==> config.mk <==
export PLATFORM = sky130hd
export DESIGN_NAME = wos_window_sequencer
export DESIGN_NICKNAME = d
export VERILOG_FILES = /design/src/rtl/wos_window_sequencer.sv
export SDC_FILE = /design/constraint.sdc
export NUM_CORES = 1
export LEC_CHECK = 0
export ABC_AREA = 1
export BUFFER_PORTS_ARGS = -buffer_cell sky130_fd_sc_hd__clkbuf_2
export CORE_ASPECT_RATIO = 1.2
export CORE_MARGIN = 2
export CORE_UTILIZATION = 37
export CTS_CLUSTER_SIZE = 30
export DETAILED_ROUTE_END_ITERATION = 7
export SYNTH_ARGS = -nofsm -noshare
export SYNTH_HDL_FRONTEND = slang
export SYNTH_SLANG_ARGS = --single-unit
==> constraint.sdc <==
create_clock -name clk -period 7.41 [get_ports clk]
set_input_delay 1.1115 -clock clk [delete_from_list [all_inputs] [get_ports clk]]
set_output_delay 1.1115 -clock clk [all_outputs]
set_load 0.005 [all_outputs]
==> src/rtl/wos_window_sequencer.sv <==
// Window sequencer: streams each n x n window of an h x w image into the rank-order kernel and writes results back.
// Optional build macro WOS_ZERO_BORDER_EN: out-of-image pixels are delivered as zero instead of replicated border.
module wos_window_sequencer #(
    parameter int unsigned WORD   = 8,
    parameter int unsigned MAX_N  = 5,
    parameter int unsigned ADDR_W = 16,
    parameter int unsigned DIM_W  = 8
) (
    input  logic              clk,
    input  logic              rst,
    input  logic              start,
    input  logic [DIM_W-1:0]  h,
    input  logic [DIM_W-1:0]  w,
    input  logic [DIM_W-1:0]  n,
    input  logic [ADDR_W-1:0] src_base,
    input  logic [ADDR_W-1:0] dst_base,
    output logic              r_en,
    output logic [ADDR_W-1:0] r_addr,
    input  logic [WORD-1:0]   r_data,
    output logic              w_en,
    output logic [ADDR_W-1:0] w_addr,
    output logic [WORD-1:0]   w_data,
    output logic              k_valid,
    output logic [WORD-1:0]   k_pixel,
    output logic              k_newline,
    input  logic              k_res_valid,
    input  logic [WORD-1:0]   k_res,
    output logic              busy,
    output logic              done,
    output logic              error
);

    localparam int unsigned CW = DIM_W + 2;
    localparam int unsigned PW = 2 * DIM_W;

    typedef enum logic [2:0] {
        S_IDLE, S_FILL, S_SHIFT, S_DRAIN, S_WRITE, S_DONE
    } state_t;

    state_t state_q, state_d;

    logic [DIM_W-1:0]  h_q, w_q, n_q, h_d, w_d, n_d;
    logic [DIM_W-1:0]  row_q, col_q, dx_q, dy_q, row_d, col_d, dx_d, dy_d;
    logic [ADDR_W-1:0] src_q, dst_q, src_d, dst_d;
    logic              s1_v, s1_zero, s1_nl, s2_v, s2_zero, s2_nl;
    logic              issue, first_px, zero_px, bad, pipe_busy;
    logic              error_d, w_en_d;
    logic [ADDR_W-1:0] w_addr_d;
    logic [WORD-1:0]   w_data_d;
    logic [DIM_W-1:0]  half, last, y_c, x_c;
    logic signed [CW-1:0] y_s, x_s;
    logic [PW-1:0]     y_off, wr_off;
    logic [ADDR_W-1:0] rd_addr;

    // Window coordinate to clamped source address
    always_comb begin
        half    = n_q >> 1;
        last    = n_q - DIM_W'(1);
        y_s     = $signed({2'b00, row_q}) + $signed({2'b00, dy_q}) - $signed({2'b00, half});
        x_s     = $signed({2'b00, col_q}) + $signed({2'b00, dx_q}) - $signed({2'b00, half});
        y_c     = y_s[CW-1] ? '0 : ((y_s >= $signed({2'b00, h_q})) ? h_q - DIM_W'(1) : y_s[DIM_W-1:0]);
        x_c     = x_s[CW-1] ? '0 : ((x_s >= $signed({2'b00, w_q})) ? w_q - DIM_W'(1) : x_s[DIM_W-1:0]);
        y_off   = PW'(y_c) * PW'(w_q);
        wr_off  = PW'(row_q) * PW'(w_q);
        rd_addr = src_q + ADDR_W'(y_off) + ADDR_W'(x_c);
    end

`ifdef WOS_ZERO_BORDER_EN
    assign zero_px = y_s[CW-1] | x_s[CW-1]
                   | (y_s >= $signed({2'b00, h_q})) | (x_s >= $signed({2'b00, w_q}));
`else
    assign zero_px = 1'b0;
`endif

    assign bad       = ~n[0] | (n > DIM_W'(MAX_N)) | (h == '0) | (w == '0);
    assign pipe_busy = s1_v | s2_v | k_valid;

    // Next-state and datapath control
    always_comb begin
        state_d  = state_q;
        h_d      = h_q;
        w_d      = w_q;
        n_d      = n_q;
        src_d    = src_q;
        dst_d    = dst_q;
        row_d    = row_q;
        col_d    = col_q;
        dx_d     = dx_q;
        dy_d     = dy_q;
        issue    = 1'b0;
        first_px = 1'b0;
        error_d  = error;
        w_en_d   = 1'b0;
        w_addr_d = w_addr;
        w_data_d = w_data;
        unique case (state_q)
            S_IDLE: begin
                if (start) begin
                    h_d   = h;
                    w_d   = w;
                    n_d   = n;
                    src_d = src_base;
                    dst_d = dst_base;
                    row_d = '0;
                    col_d = '0;
                    dx_d  = '0;
                    dy_d  = '0;
                    error_d = bad;
                    state_d = bad ? S_DONE : S_FILL;
                end
            end
            S_FILL: begin
                issue    = 1'b1;
                first_px = (dx_q == '0) && (dy_q == '0);
                if (dy_q == last) begin
                    dy_d = '0;
                    if (dx_q == last) state_d = S_DRAIN;
                    else              dx_d = dx_q + DIM_W'(1);
                end else begin
                    dy_d = dy_q + DIM_W'(1);
                end
            end
            S_SHIFT: begin
                issue = 1'b1;
                if (dy_q == last) begin
                    dy_d    = '0;
                    state_d = S_DRAIN;
                end else begin
                    dy_d = dy_q + DIM_W'(1);
                end
            end
            S_DRAIN: begin
                // Results only count once the last pixel of the window has left the pipe
                if (k_res_valid && !pipe_busy) begin
                    w_en_d   = 1'b1;
                    w_addr_d = dst_q + ADDR_W'(wr_off) + ADDR_W'(col_q);
                    w_data_d = k_res;
                    state_d  = S_WRITE;
                end
            end
            S_WRITE: begin
                if (col_q != w_q - DIM_W'(1)) begin
                    col_d   = col_q + DIM_W'(1);
                    dx_d    = last;
                    dy_d    = '0;
                    state_d = S_SHIFT;
                end else if (row_q != h_q - DIM_W'(1)) begin
                    col_d   = '0;
                    row_d   = row_q + DIM_W'(1);
                    dx_d    = '0;
                    dy_d    = '0;
                    state_d = S_FILL;
                end else begin
                    state_d = S_DONE;
                end
            end
            S_DONE:  state_d = S_IDLE;
            default: state_d = S_IDLE;
        endcase
    end

    // State, counters and registered outputs; read data aligned through a two-stage slot pipe
    always_ff @(posedge clk or posedge rst) begin
        if (rst) begin
            state_q   <= S_IDLE;
            h_q       <= '0;
            w_q       <= '0;
            n_q       <= '0;
            src_q     <= '0;
            dst_q     <= '0;
            row_q     <= '0;
            col_q     <= '0;
            dx_q      <= '0;
            dy_q      <= '0;
            s1_v      <= 1'b0;
            s1_zero   <= 1'b0;
            s1_nl     <= 1'b0;
            s2_v      <= 1'b0;
            s2_zero   <= 1'b0;
            s2_nl     <= 1'b0;
            r_en      <= 1'b0;
            r_addr    <= '0;
            w_en      <= 1'b0;
            w_addr    <= '0;
            w_data    <= '0;
            k_valid   <= 1'b0;
            k_pixel   <= '0;
            k_newline <= 1'b0;
            busy      <= 1'b0;
            done      <= 1'b0;
            error     <= 1'b0;
        end else begin
            state_q   <= state_d;
            h_q       <= h_d;
            w_q       <= w_d;
            n_q       <= n_d;
            src_q     <= src_d;
            dst_q     <= dst_d;
            row_q     <= row_d;
            col_q     <= col_d;
            dx_q      <= dx_d;
            dy_q      <= dy_d;
            s1_v      <= issue;
            s1_zero   <= issue & zero_px;
            s1_nl     <= first_px;
            s2_v      <= s1_v;
            s2_zero   <= s1_zero;
            s2_nl     <= s1_nl;
            r_en      <= issue & ~zero_px;
            if (issue && !zero_px) r_addr <= rd_addr;
            w_en      <= w_en_d;
            w_addr    <= w_addr_d;
            w_data    <= w_data_d;
            k_valid   <= s2_v;
            k_pixel   <= (s2_v && !s2_zero) ? r_data : '0;
            k_newline <= s2_nl;
            busy      <= (state_d != S_IDLE);
            done      <= (state_d == S_DONE);
            error     <= error_d;
        end
    end

endmodule

### Word-level counts from Yosys, hierarchy flattened

Cells that the tools add are included.

| word-level totals | value |
|---|---|
| bits in registers | 149 |
| bits of input ports | 76 |
| output and inout port bits | 55 |
| logic and storage cells | 116 |

| operators by class | value |
|---|---|
| $add $sub $neg | 15 |
| multipliers | 2 |
| $lt $le $gt $ge | 3 |
| eq/ne operators | 15 |
| muxes and demuxes | 32 |
| bitwise operators | 6 |
| reductions and logical operators | 19 |

Operators by type and width:

| operator | count |
|---|---|
| $mux W8 | 15 |
| $pmux W8 S3 | 2 |
| $add A16 B16 Y16 | 2 |
| $add A16 B8 Y16 | 2 |
| $add A8 B1 Y8 const B | 4 |
| $logic_not A8 Y1 | 4 |
| $mul A8 B8 Y16 | 2 |
| $pmux W8 S2 | 2 |
| $mux W3 | 8 |
| $sub A8 B1 Y8 const B | 3 |
| $ge A10 B9 Y1 | 2 |
| $sub A9 B7 Y10 | 2 |
| $add A8 B8 Y9 | 2 |
| $eq A8 B8 Y1 | 2 |
| $ne A8 B8 Y1 | 2 |
| $pmux W3 S5 | 1 |
| $ne A2 B2 Y1 const B | 5 |
| $reduce_bool A3 Y1 | 3 |
| $gt A8 B3 Y1 const B | 1 |
| $eq A3 B2 Y1 const B | 2 |
| $eq A3 B3 Y1 const B | 2 |
| $reduce_and A3 Y1 | 2 |
| $or A1 B1 Y1 | 5 |
| $reduce_and A5 Y1 | 1 |
| 11 further kinds | 16 |

### Longest topological paths before layout

Gate-level depths: netlist (run 1).

| depth | value |
|---|---|
| depth in word-level cells | 8 |
| depth in mapped cells | 40 |
| gate-level depth less buffers | 39 |

### Worst setup path before layout (run 1)

OpenSTA, ideal clock, no wires.

| timing path | value |
|---|---|
| path type | flip-flop to flip-flop |
| start point | register n_q[3] |
| end point | register r_addr[11] |
| library setup time | 0.118 ns |
| arrival | 7.264 ns |
| data required time | 7.292 ns |
| setup slack | 0.028 ns |
| cell stages (with the launch flop) | 37 |
| path buffers | 1 |
| period minus slack after synthesis | 7.382 ns |
| cell sequence | dfrtp_1 fa_1 inv_1 ha_1 a21oi_1 o21ai_1 a21oi_1 xor2_1 inv_1 ha_1 nand2_1 nor2_1 nor2_1 o211ai_1 nand3_1 nand4_2 buf_2 o21ai_0 nand3_1 fa_1 inv_1 fa_1 inv_1 fa_1 inv_1 fa_1 inv_1 fa_1 inv_1 ha_1 a21oi_1 a21boi_0 o21ai_0 nand3_1 nand4_1 nand3_1 nand2_1 |

| between the ends | value |
|---|---|
| word-level cells in the longest chain between the ends | 7 |
| elaborated cells between the ends (all ways) | 11 |
| those cells by class | 4 x add/sub; 1 x mul; 2 x order compare; 4 x mux |

RTL lines:

| what | RTL line | source |
|---|---|---|
| start: declaration | 42 | `logic [DIM_W-1:0] h_q, w_q, n_q, h_d, w_d, n_d;` |
| start signal: assignment | 196 | `n_q <= n_d;` |
| $sub A9 B7 Y10 | 59 | `y_s = $signed({2'b00, row_q}) + $signed({2'b00, dy_q}) - $signed({2'b00, half});` |
| $ge A10 B9 Y1 | 61 | `y_c = y_s[CW-1] ? '0 : ((y_s >= $signed({2'b00, h_q})) ? h_q - DIM_W'(1) : y_s[DIM_W-1:0]);` |
| $mux W8 (2 in series) | 61 |  |
| $mul A8 B8 Y16 | 63 | `y_off = PW'(y_c) * PW'(w_q);` |
| $add A16 B16 Y16 | 65 | `rd_addr = src_q + ADDR_W'(y_off) + ADDR_W'(x_c);` |
| $add A16 B8 Y16 (*) | 65 |  |
| end signal: assignment | 210 | `if (issue && !zero_px) r_addr <= rd_addr;` |
| end: declaration | 18 | `output logic [ADDR_W-1:0] r_addr,` |

Every way passes the cells marked *; elsewhere a longest branch is shown, timed or not.
A chain may end at the register's enable or synchronous reset.

### Worst setup path after layout (run 1)

| timing path | value |
|---|---|
| start point | register dy_q[2] |
| end point | register r_addr[7] |

| between the ends | value |
|---|---|
| word-level cells in the longest chain between the ends | 8 |

RTL lines:

| what | RTL line | source |
|---|---|---|
| start: declaration | 43 | `logic [DIM_W-1:0] row_q, col_q, dx_q, dy_q, row_d, col_d, dx_d, dy_d;` |
| start signal: assignment | 202 | `dy_q <= dy_d;` |
| $add A8 B8 Y9 (*) | 59 |  |
| $sub A9 B7 Y10 (*) | 59 |  |
| $ge A10 B9 Y1 | 61 |  |
| $mux W8 | 61 |  |
| $mux W8 (*) | 61 |  |
| $mul A8 B8 Y16 (*) | 63 |  |
| $add A16 B16 Y16 (*) | 65 |  |
| $add A16 B8 Y16 (*) | 65 |  |

Marks and branches as above.

==> results of run 1 <==
-- cells in the final DEF (no fill, tap or decap), drive strengths merged --
| master | n |
|---|---|
| a211oi | 1 |
| a21boi | 5 |
| a21o | 3 |
| a21oi | 44 |
| a31oi | 16 |
| and2 | 2 |
| and3 | 1 |
| buf | 88 |
| bufinv | 2 |
| clkbuf | 151 |
| clkinv | 5 |
| clkinvlp | 2 |
| dfrtp | 149 |
| fa | 124 |
| ha | 139 |
| inv | 365 |
| nand2 | 526 |
| nand3 | 149 |
| nand3b | 3 |
| nand4 | 35 |
| nor2 | 144 |
| nor3 | 14 |
| nor3b | 1 |
| nor4 | 5 |
| o2111ai | 1 |
| o211ai | 6 |
| o21a | 1 |
| o21ai | 86 |
| o21bai | 3 |
| o31ai | 1 |
| or2 | 8 |
| xnor2 | 14 |
| xor2 | 36 |
-- registers in the layout, indices dropped and copies added, names as in the netlist, 8 cells and up --
signal and cells:
dy_q 8, dx_q 8, dst_q 16, k_pixel 8, r_addr 16, col_q 8
h_q 8, row_q 8, w_data 8, src_q 16, n_q 8, w_addr 16
w_q 8
-- metrics by stage --
stage	worst slack, ns	utilization, %	hold slack (ns)
finish	0.2251	44.51	0.3639
global route	-0.07129	44.51	0.3650
CTS	0.008962	43.60	0.3647
detailed placement	-0.08323	42.02	0.3386
global placement	0.05582	42.02	0.3314
floorplan	0.02760	-	0.3312
-- critical path, delay by kind of cell (launching register included) --
kind	cells	cell delay [ns]
AO/OA/AOI/OAI	5	0.77
XOR/XNOR	2	0.42
adder cells (fa/ha/maj)	9	3.92
buffers and inverters	12	0.97
flip-flops	1	0.36
AND/OR/NAND/NOR	6	0.59
-- layer usage --
layer  GRT usage, %  vias to the layer above
li1               -                     6384
met1          26.60                     6120
met2          36.84                      335
met3          3.269                       82
met4          9.627                        0
met5              0                        -
-- cell usage after synthesis, drive strengths merged --
master | number | area (sq um)
and3 | 1 | 6.260
nand3b | 3 | 22.52
xnor2 | 14 | 122.6
and2 | 2 | 12.51
a21o | 3 | 22.52
dfrtp | 149 | 3729
o21ai | 86 | 441.7
fa | 124 | 2482
nor4 | 5 | 31.28
or2 | 8 | 50.05
o2111ai | 1 | 8.760
nor3 | 14 | 81.33
ha | 139 | 1739
a31oi | 16 | 100.1
a21boi | 5 | 37.54
xor2 | 36 | 315.3
nand3 | 149 | 793.3
buf | 16 | 90.08
o21bai | 3 | 22.52
nand4 | 35 | 225.2
nand2 | 526 | 1982
clkbuf | 31 | 116.4
o21a | 1 | 7.510
clkinv | 3 | 11.26
a21oi | 44 | 220.2
nor2 | 144 | 560.5
inv | 360 | 1351
o211ai | 6 | 45.04
o31ai | 1 | 12.51
a211oi | 1 | 7.510
nor3b | 1 | 7.510
-- cells by family (layout without fill, tap and decap cells) --
kind of cell               count (synthesis)  count (layout)  share of synthesized area (%)
AOI/OAI and AO/OA                        167             167                          6.318
and+or+nand+nor                          888             888                          25.74
adders and majority gates                263             263                          28.81
xor gates and xnor gates                  50              50                          2.988
buffers and inverters                    410             613                          10.71
DFF                                      149             149                          25.44
-- power by group --
part | internal (uW) | total [uW] | switching (uW)
combinational | 2270 | 5700 | 3420
sequential | 1150 | 1490 | 347
clock | 530 | 925 | 396
-- repair_timing --
action,4_1_cts,5_1_grt
pin swaps,0,29
resized for setup,4,68
endpoints found under the setup margin,4,11
setup buffers,0,8
-- how the worst max path moves through the flow --
stage,start,to,slack [ns],cells after the start
detailed placement,n_q[3],r_addr[11],-0.08,36
finish,dy_q[2],r_addr[7],0.23,34
CTS,n_q[3],r_addr[15],0.009,37
floorplan,n_q[3],r_addr[11],0.03,36
global route,dy_q[2],r_addr[15],-0.07,36
global placement,n_q[3],r_addr[11],0.06,36
-- layout make-up --
| class | instances | share of cell area (%) |
|---|---|---|
| multi-input cells | 1368 | 55.70 |
| flip-flops and latches | 149 | 21.51 |
| inverters | 363 | 7.890 |
| repair buffers | 218 | 7.587 |
| well taps | 526 | 3.797 |
| clock buffers | 21 | 2.714 |
| clock inverters | 11 | 0.8013 |
==> results_dict.tcl, run 1 <==
set metrics [dict create \
    leakage_uw 0.009605 \
    post-route-min-period_ns 7.185 \
    global_route.usage.total_pct 21.53 \
    clock_latency_ns 0.46 \
    total_power_uw 8116 \
    antenna_violating_nets_post_route 0 \
    worst-endpoint-required_ns 7.74 \
    worstSetupPathType "flop to flop" \
    timing.fmax_mhz 139.2 \
    total_nets_after_synthesis 2266 \
    detail_route.wl_per_cell_um 15.98 \
    layout-drive-gt1-share_pct 16.15 \
    place_congestion 0.9060 \
    detailed_place_hpwl_um 34210 \
    maxSlewHeadroom_pct 26.26 \
    initial_core_util_pct 37.63 \
    stdcell_area_sq_um 17330 \
    met3_wirelength_um 1893 \
    worst_hold_path_type "flop to flop" \
    grt_setup_unrepaired "yes" \
    holdPathEnd "s2_nl" \
    max_slew.worst_pin.slew_ns 1.105 \
    route.vias.total 12920 \
    cts.htree.levels 4 \
    cts_root_buf "clkbuf_16" \
    cts.reportedPaths.clkPinSlew_ns 0.07 \
    synthDistinctLibCells 44 \
    met1Wirelength_um 17720 \
    reg2reg_from "dy_q[2]" \
    grt_max_degree 84 \
    placedInstanceArea_sq_um 16370 \
    cp_common_cell "fa_1" \
    final_min_period_over_clock_period_pct 96.96 \
    fin_setup_tns_ns 0 \
    worst-endpoint-arrival_ns 7.51 \
    grt_overflow_total 0 \
    final_wl_um 42440 \
    dieWidth_um 185.7 \
    first_global_vias 13040 \
    grt_antenna_before_repair 0 \
    finalSetupViolCount 0 \
    syn_to_final_growth_pct 18.27 \
    min_from "s1_nl" \
    worstSetupStartpointType "flop" \
    setup.worst_path.end_class "flop" \
    postCtsHoldBufs 0 \
    worst_clock_skew_ns 0.01393 \
    multi_input_comb_area_sq_um 9654 \
    tritoncts.num_buffers 17 \
    clock_tree.buffer_depth 2 \
    clock_sink_count 149 \
    finalHoldViolCount 0 \
    critical_path_slowest_stage_cell "fa_1" \
    r2r.worst_path.cells 34 \
    layoutNonFillerInstCount 2656 \
    finalMaxSlewViolations 0 \
    global_route_wire_length_before_repair_um 68580 \
    run_status "completed" \
    ir_drop_uv 229.1 \
    cts_tree "yes" \
    design.final.nets 2456 \
    highest_layer "met4" \
    detailedRoute.firstIterationViolations 799 \
    die-area_sq_um 41220 \
    synth-seq-area-share_pct 25.44 \
    pin_count 131 \
    post_drt_via_cell_ratio 4.865 \
    insertedDiodeCount 0 \
    critical-path-max-stage-delay_ns 0.60 \
    syn-mean-instance-area_sq_um 7.605 \
    area.sequential_sq_um 3729 \
    core_region_area_sq_um 38940 \
    n_fill_cell 3987 \
    die-height_um 222.0 \
    timing.rr.end "r_addr[7]" \
    drtPass1Iterations 5 \
    pwr_cell_area_nw_per_um2 468.2 \
    min_delay_path_depth 0 \
    drt_drc_violations_left 0 \
    worstPathMaxFanout 5 \
    syn-cell-area_sq_um 14660 \
    ff2ff_setup_slack_ns 0.23 \
    port-buffer-count 130 \
    ys.warnings.count 0 \
    synthCells 1927 \
    post-place-cells 2616 \
    max_cap_violations 0 \
    met2WireLength_um 21070 \
    ys_seq_elements 149 \
    std_cell_rows 79 \
]
(Power assumes the default switching activity.)
==> run 2, diff against run 1 <==
--- a/config.mk
+++ b/config.mk
@@ -7,3 +7,3 @@
 export LEC_CHECK = 0
-export ABC_AREA = 1
+export ABC_AREA = 0
 export BUFFER_PORTS_ARGS = -buffer_cell sky130_fd_sc_hd__clkbuf_2
--- a/constraint.sdc
+++ b/constraint.sdc
@@ -3,2 +3,2 @@
 set_output_delay 1.1115 -clock clk [all_outputs]
-set_load 0.005 [all_outputs]
+set_load 0.05 [all_outputs]
==> results_dict.tcl, run 2 <==
set metrics [dict create \
    post_synth_xor_area_fraction_pct 6.283 \
    clock_latency_ns 0.46 \
    grt_setup_unrepaired "yes" \
    layout-drive-gt1-share_pct 19.18 \
    async_flop_share_pct 100.0 \
    die-area_sq_um 40080 \
    synth_compound_area_share_pct 10.62 \
    max_slew.worst_pin.slew_ns 1.206 \
    cp_common_cell "fa_1" \
    tritoncts.num_buffers 17 \
    worstSetupPathType "flop to flop" \
    highest_layer "met4" \
    setup.worst_path.end_class "flop" \
    number_of_enable_type_register_cells_in_the_synthesized_netlist 0 \
    std_cell_rows 78 \
    final_wl_um 37200 \
    cts_root_buf "clkbuf_16" \
    run_status "finished, violations left" \
    synth_adder_area_share_pct 29.65 \
    grt_max_degree 77 \
    route.vias.total 11510 \
    dieWidth_um 183.1 \
    maxSlewHeadroom_pct 19.53 \
    global_route.usage.total_pct 19.57 \
    pin_count 131 \
    syn_to_final_growth_pct 19.24 \
    drtPass1Iterations 5 \
    grt_overflow_total 0 \
    first_global_vias 11910 \
    biggest_area_consumer_among_synthesized_cells "dfrtp_1" \
    finalMaxSlewViolations 0 \
    total_nets_after_synthesis 1947 \
    post_drt_via_cell_ratio 5.002 \
    synth-seq-area-share_pct 26.19 \
    worstSetupStartpointType "flop" \
    critical-path-max-stage-delay_ns 0.53 \
    max_cap_violations 0 \
    synth.area.top_cells "dfrtp_1 (26%), fa_1 (17%), ha_1 (12%)" \
    yosys-top-cells-count "nand2_1 (253), inv_1 (244), dfrtp_1 (149), ha_1 (139), fa_1 (124)" \
    worst-endpoint-arrival_ns 8.25 \
    ys_seq_elements 149 \
    drt_drc_violations_left 0 \
    die-height_um 218.9 \
    global_route_wire_length_before_repair_um 61180 \
    final_min_period_over_clock_period_pct 106.9 \
    violations "negative setup slack" \
    synthCells 1608 \
    worst_hold_path_type "flop to flop" \
    share_of_the_synthesized_area_in_the_top_cell_type_pct 26.19 \
    core_region_area_sq_um 37870 \
    ys.warnings.count 0 \
    critical_path_slowest_stage_cell "fa_1" \
    core_utilization_of_the_finished_layout_pct 44.84 \
    detailedRoute.firstIterationViolations 541 \
    mostFrequentLayoutCell "nand2_1" \
    detail_route.wl_per_cell_um 16.17 \
    worstPathMaxFanout 7 \
    port-buffer-count 130 \
    place_congestion 0.9039 \
    post-route-min-period_ns 7.922 \
    design.final.nets 2146 \
    timing.fmax_mhz 126.2 \
    worst_clock_skew_ns 0.01478 \
    syn-cell-area_sq_um 14240 \
    cts.htree.levels 4 \
    post_synth_mux_area_share_pct 1.002 \
    syn-mean-instance-area_sq_um 8.855 \
    synth_top_family_by_area "adder cells" \
    hold_ws_ns 0.3553 \
    highest_count_cells_in_the_layout_ignoring_fill_and_taps "nand2_1 (252), inv_1 (235), dfrtp_1 (149)" \
    fin_setup_tns_ns -3.351 \
    met3_wirelength_um 1362 \
    worst-endpoint-required_ns 7.74 \
    cts.reportedPaths.clkPinSlew_ns 0.06 \
    clock_tree.buffer_depth 2 \
    met1Wirelength_um 15870 \
    finalSetupViolCount 9 \
    detailed_place_hpwl_um 29700 \
    synth_flop_cell "dfrtp_1" \
    cts_tree "yes" \
    timing.final.ws_setup_ns -0.5118 \
    synthMostInstantiatedCell "nand2_1" \
    synthDistinctLibCells 79 \
    clock_sink_count 149 \
    grt_antenna_before_repair 1 \
    antenna_violating_nets_post_route 0 \
    met2WireLength_um 18660 \
    initial_core_util_pct 37.60 \
    yosys.area_share.simple_pct 18.02 \
    finalHoldViolCount 0 \
]
## run 2: cell families (layout without fill, tap and decap cells)
kind of cell | Yosys count | count (layout)
AND/OR/NAND/NOR | 551 | 551
buffers and inverters | 304 | 516
adder cells (fa/ha/maj) | 263 | 263
AO/OA/AOI/OAI | 239 | 239
flip-flops | 149 | 149
XOR/XNOR | 88 | 88
multiplexers | 14 | 14
other | 0 | 1
## run 2: path summary, 6_finish.rpt
kind,startpoint,slack [ns],to,depth (start not counted)
setup / recovery,row_q[1],-0.51,r_addr[12],34
max in group asynchronous,rst,5.60,dy_q[5],3
setup reg to reg,row_q[1],-0.51,r_addr[12],34
hold reg to reg,s1_nl,0.36,s2_nl,0
hold / removal,s1_nl,0.36,s2_nl,0
min in group asynchronous,rst,0.74,r_addr[0],2
## run 2: through the flow
step	area, sq um	setup slack [ns]	cells
after floorplan	14350	-0.4936	1608
after global placement	16100	-0.4088	2258
after global routing	16980	-0.7821	2301
final	16980	-0.5118	2301
after detailed placement	16100	-0.5706	2258
after CTS	16840	-0.3859	2297
## run 2: worst max-delay path, delay by kind of cell, from the launching register on
family / cells / cell delay [ns]
AOI/OAI and AO/OA: 8 / 1.53
xor gates and xnor gates: 2 / 0.32
adders and majority gates: 9 / 3.68
buffers and inverters: 9 / 0.91
DFF: 1 / 0.40
muxes: 1 / 0.31
and+or+nand+nor: 5 / 0.64
## run 2: timing repair
action / CTS / global route
setup buffers: 7 / 4
hold buffers: 0 / 0
gates resized for setup: 20 / 30
endpoints found under the setup margin: 9 / 11
endpoints found under the hold margin: 0 / 0
pin swaps: 22 / 17
gates cloned: 0 / 0
## run 2: area by class of cell
class | count | area, sq um
fill | 3683 | 20890
inverter | 246 | 930.9
timing repair buffer | 238 | 1501
antenna | 1 | 2.502
sequential | 149 | 3729
clock inverter | 13 | 172.7
multi-input combinational | 1155 | 9608
tap | 480 | 600.6
clock buffer | 19 | 432.9
## run 2: routing by layer
layer | up-vias | track usage, %
li1 | 5621 | -
met1 | 5533 | 23.51
met2 | 278 | 35.16
met3 | 77 | 2.838
met4 | 0 | 7.813
met5 | - | 0
Power of run 2 is left out: the tool's default activity adds up to more than one toggle a clock period on the data nets, which glitch-free logic cannot reach.
==> run 3, diff against run 2 <==
Settings changed: CORE_UTILIZATION 37 to 45, PLACE_DENSITY from default to 0.66.
==> results_dict.tcl, run 3 (synthesis gave the netlist of run 2 again) <==
set metrics [dict create \
    critical_path_slowest_stage_cell "fa_1" \
    worstPathMaxFanout 8 \
    finalSetupViolCount 8 \
    worst_clock_skew_ns 0.01358 \
    place_congestion 0.9193 \
    drt_drc_violations_left 0 \
    route.vias.total 11730 \
    critical_path.startpoint "dy_q[1]" \
    cts_tree "yes" \
    finalHoldViolCount 0 \
    final_min_period_over_clock_period_pct 105.7 \
    global_route_wire_length_before_repair_um 62560 \
    grt_setup_unrepaired "yes" \
    n_fill_cell 2906 \
    grt_antenna_before_repair 0 \
    die-area_sq_um 33090 \
    tritoncts.num_buffers 17 \
    detailedRoute.firstIterationViolations 692 \
    grt_overflow_total 0 \
    global_route.usage.total_pct 24.05 \
    min_delay_path_depth 0 \
    first_global_vias 12210 \
    post_drt_via_cell_ratio 5.286 \
    cts_root_buf "clkbuf_16" \
    worstSetupStartpointType "flop" \
    highest_count_cells_in_the_layout_ignoring_fill_and_taps "nand2_1 (252), inv_1 (236), dfrtp_1 (149)" \
    std_cell_rows 71 \
    area.sequential_sq_um 3729 \
    holdPathEnd "k_newline" \
    timing.fmax_mhz 127.7 \
    detail_route.wl_per_cell_um 17.16 \
    cp_common_cell "fa_1" \
    violations "negative setup slack" \
    pin_count 131 \
    layout-drive-gt1-share_pct 18.88 \
    critical-path-max-stage-delay_ns 0.57 \
    worst_hold_path_type "flop to flop" \
    setup.worst_path.end_class "flop" \
    maxSlewHeadroom_pct 36.81 \
    dieWidth_um 166.4 \
    drtPass1Iterations 5 \
    clock_tree.buffer_depth 2 \
    grt_max_degree 93 \
    core_region_area_sq_um 31270 \
    detailed_place_hpwl_um 30110 \
    insertedDiodeCount 0 \
    die-height_um 198.9 \
    finalMaxSlewViolations 0 \
    max_cap_violations 0 \
    worstSetupPathType "flop to flop" \
    run_status "finished, violations left" \
    worst-endpoint-arrival_ns 8.16 \
    reg2reg_from "dy_q[1]" \
    antenna_violating_nets_post_route 0 \
    port-buffer-count 130 \
    r2r.worst_path.cells 34 \
    min_from "s2_nl" \
    cts.reportedPaths.clkPinSlew_ns 0.07 \
    mostFrequentLayoutCell "nand2_1" \
    hold_ws_ns 0.3534 \
    timing.final.ws_setup_ns -0.4220 \
    timing.rr.end "r_addr[11]" \
    initial_core_util_pct 45.53 \
    worst-endpoint-required_ns 7.74 \
    syn_to_final_growth_pct 18.04 \
    post-route-min-period_ns 7.832 \
    max_slew.worst_pin.slew_ns 0.9454 \
    clock_latency_ns 0.46 \
    clock_sink_count 149 \
    final_wl_um 38070 \
    cts.htree.levels 4 \
    ff2ff_setup_slack_ns -0.42 \
    multi_input_comb_area_sq_um 9612 \
    design.final.nets 2143 \
]
## run 3: changes by cell type in the layout (fill, tap and decap cells not counted), sizes merged
cell	change
inv	+6
clkbuf	-1
buf	-3
diode	-1
clkinv	-3
bufinv	-2
## run 3: repair_timing
action	4_1_cts	5_1_grt
setup endpoints to repair	9	11
buffers inserted	8	3
resized for setup	25	21
pin swaps	17	21
hold buffers	0	0
## run 3: worst max-delay path by stage
stage	endpoint	cells past startpoint
floorplan	r_addr[14]	33
CTS	r_addr[12]	33
detailed placement	r_addr[13]	34
finish	r_addr[11]	34
global placement	r_addr[14]	33
global route	r_addr[14]	34
## run 3: through the flow
step | util, % | TNS (ns) | setup slack (ns) | cells | instance area [sq um]
global placement | 51.10 | -2.111 | -0.3440 | 2176 | 15980
CTS | 53.42 | -2.518 | -0.3784 | 2216 | 16700
finish | 53.75 | -2.780 | -0.4220 | 2218 | 16810
detailed placement | 51.10 | -3.786 | -0.5594 | 2176 | 15980
floorplan | - | -2.593 | -0.4936 | 1608 | 14350
global route | 53.75 | -5.922 | -0.7601 | 2218 | 16810
## run 3: area by class of cell
class                      count  area share, %
clock buffer                  18          2.553
sequential                   149          22.18
tap                          401          2.985
multi-input combinational   1155          57.19
inverter                     246          5.539
timing repair buffer         235          8.725
clock inverter                14         0.8263
## run 3: layer usage
layer / share of wire (%) / global-route usage [%] / wire, um
met5: 0 / 0 / 0
met3: 3.5 / 3.283 / 1349
met1: 40 / 28.14 / 15220
met2: 53 / 44.52 / 20190
met4: 3.4 / 9.610 / 1310
## run 3: worst max-delay path, delay by kind of cell (launching register included)
family / cells / cell delay, ns
adder cells (fa/ha/maj): 9 / 3.70
AO/OA/AOI/OAI: 11 / 1.88
buffers and inverters: 7 / 0.77
AND/OR/NAND/NOR: 4 / 0.45
flip-flops: 1 / 0.40
multiplexers: 1 / 0.27
XOR/XNOR: 2 / 0.24
Power of run 3 is left out for the same reason.
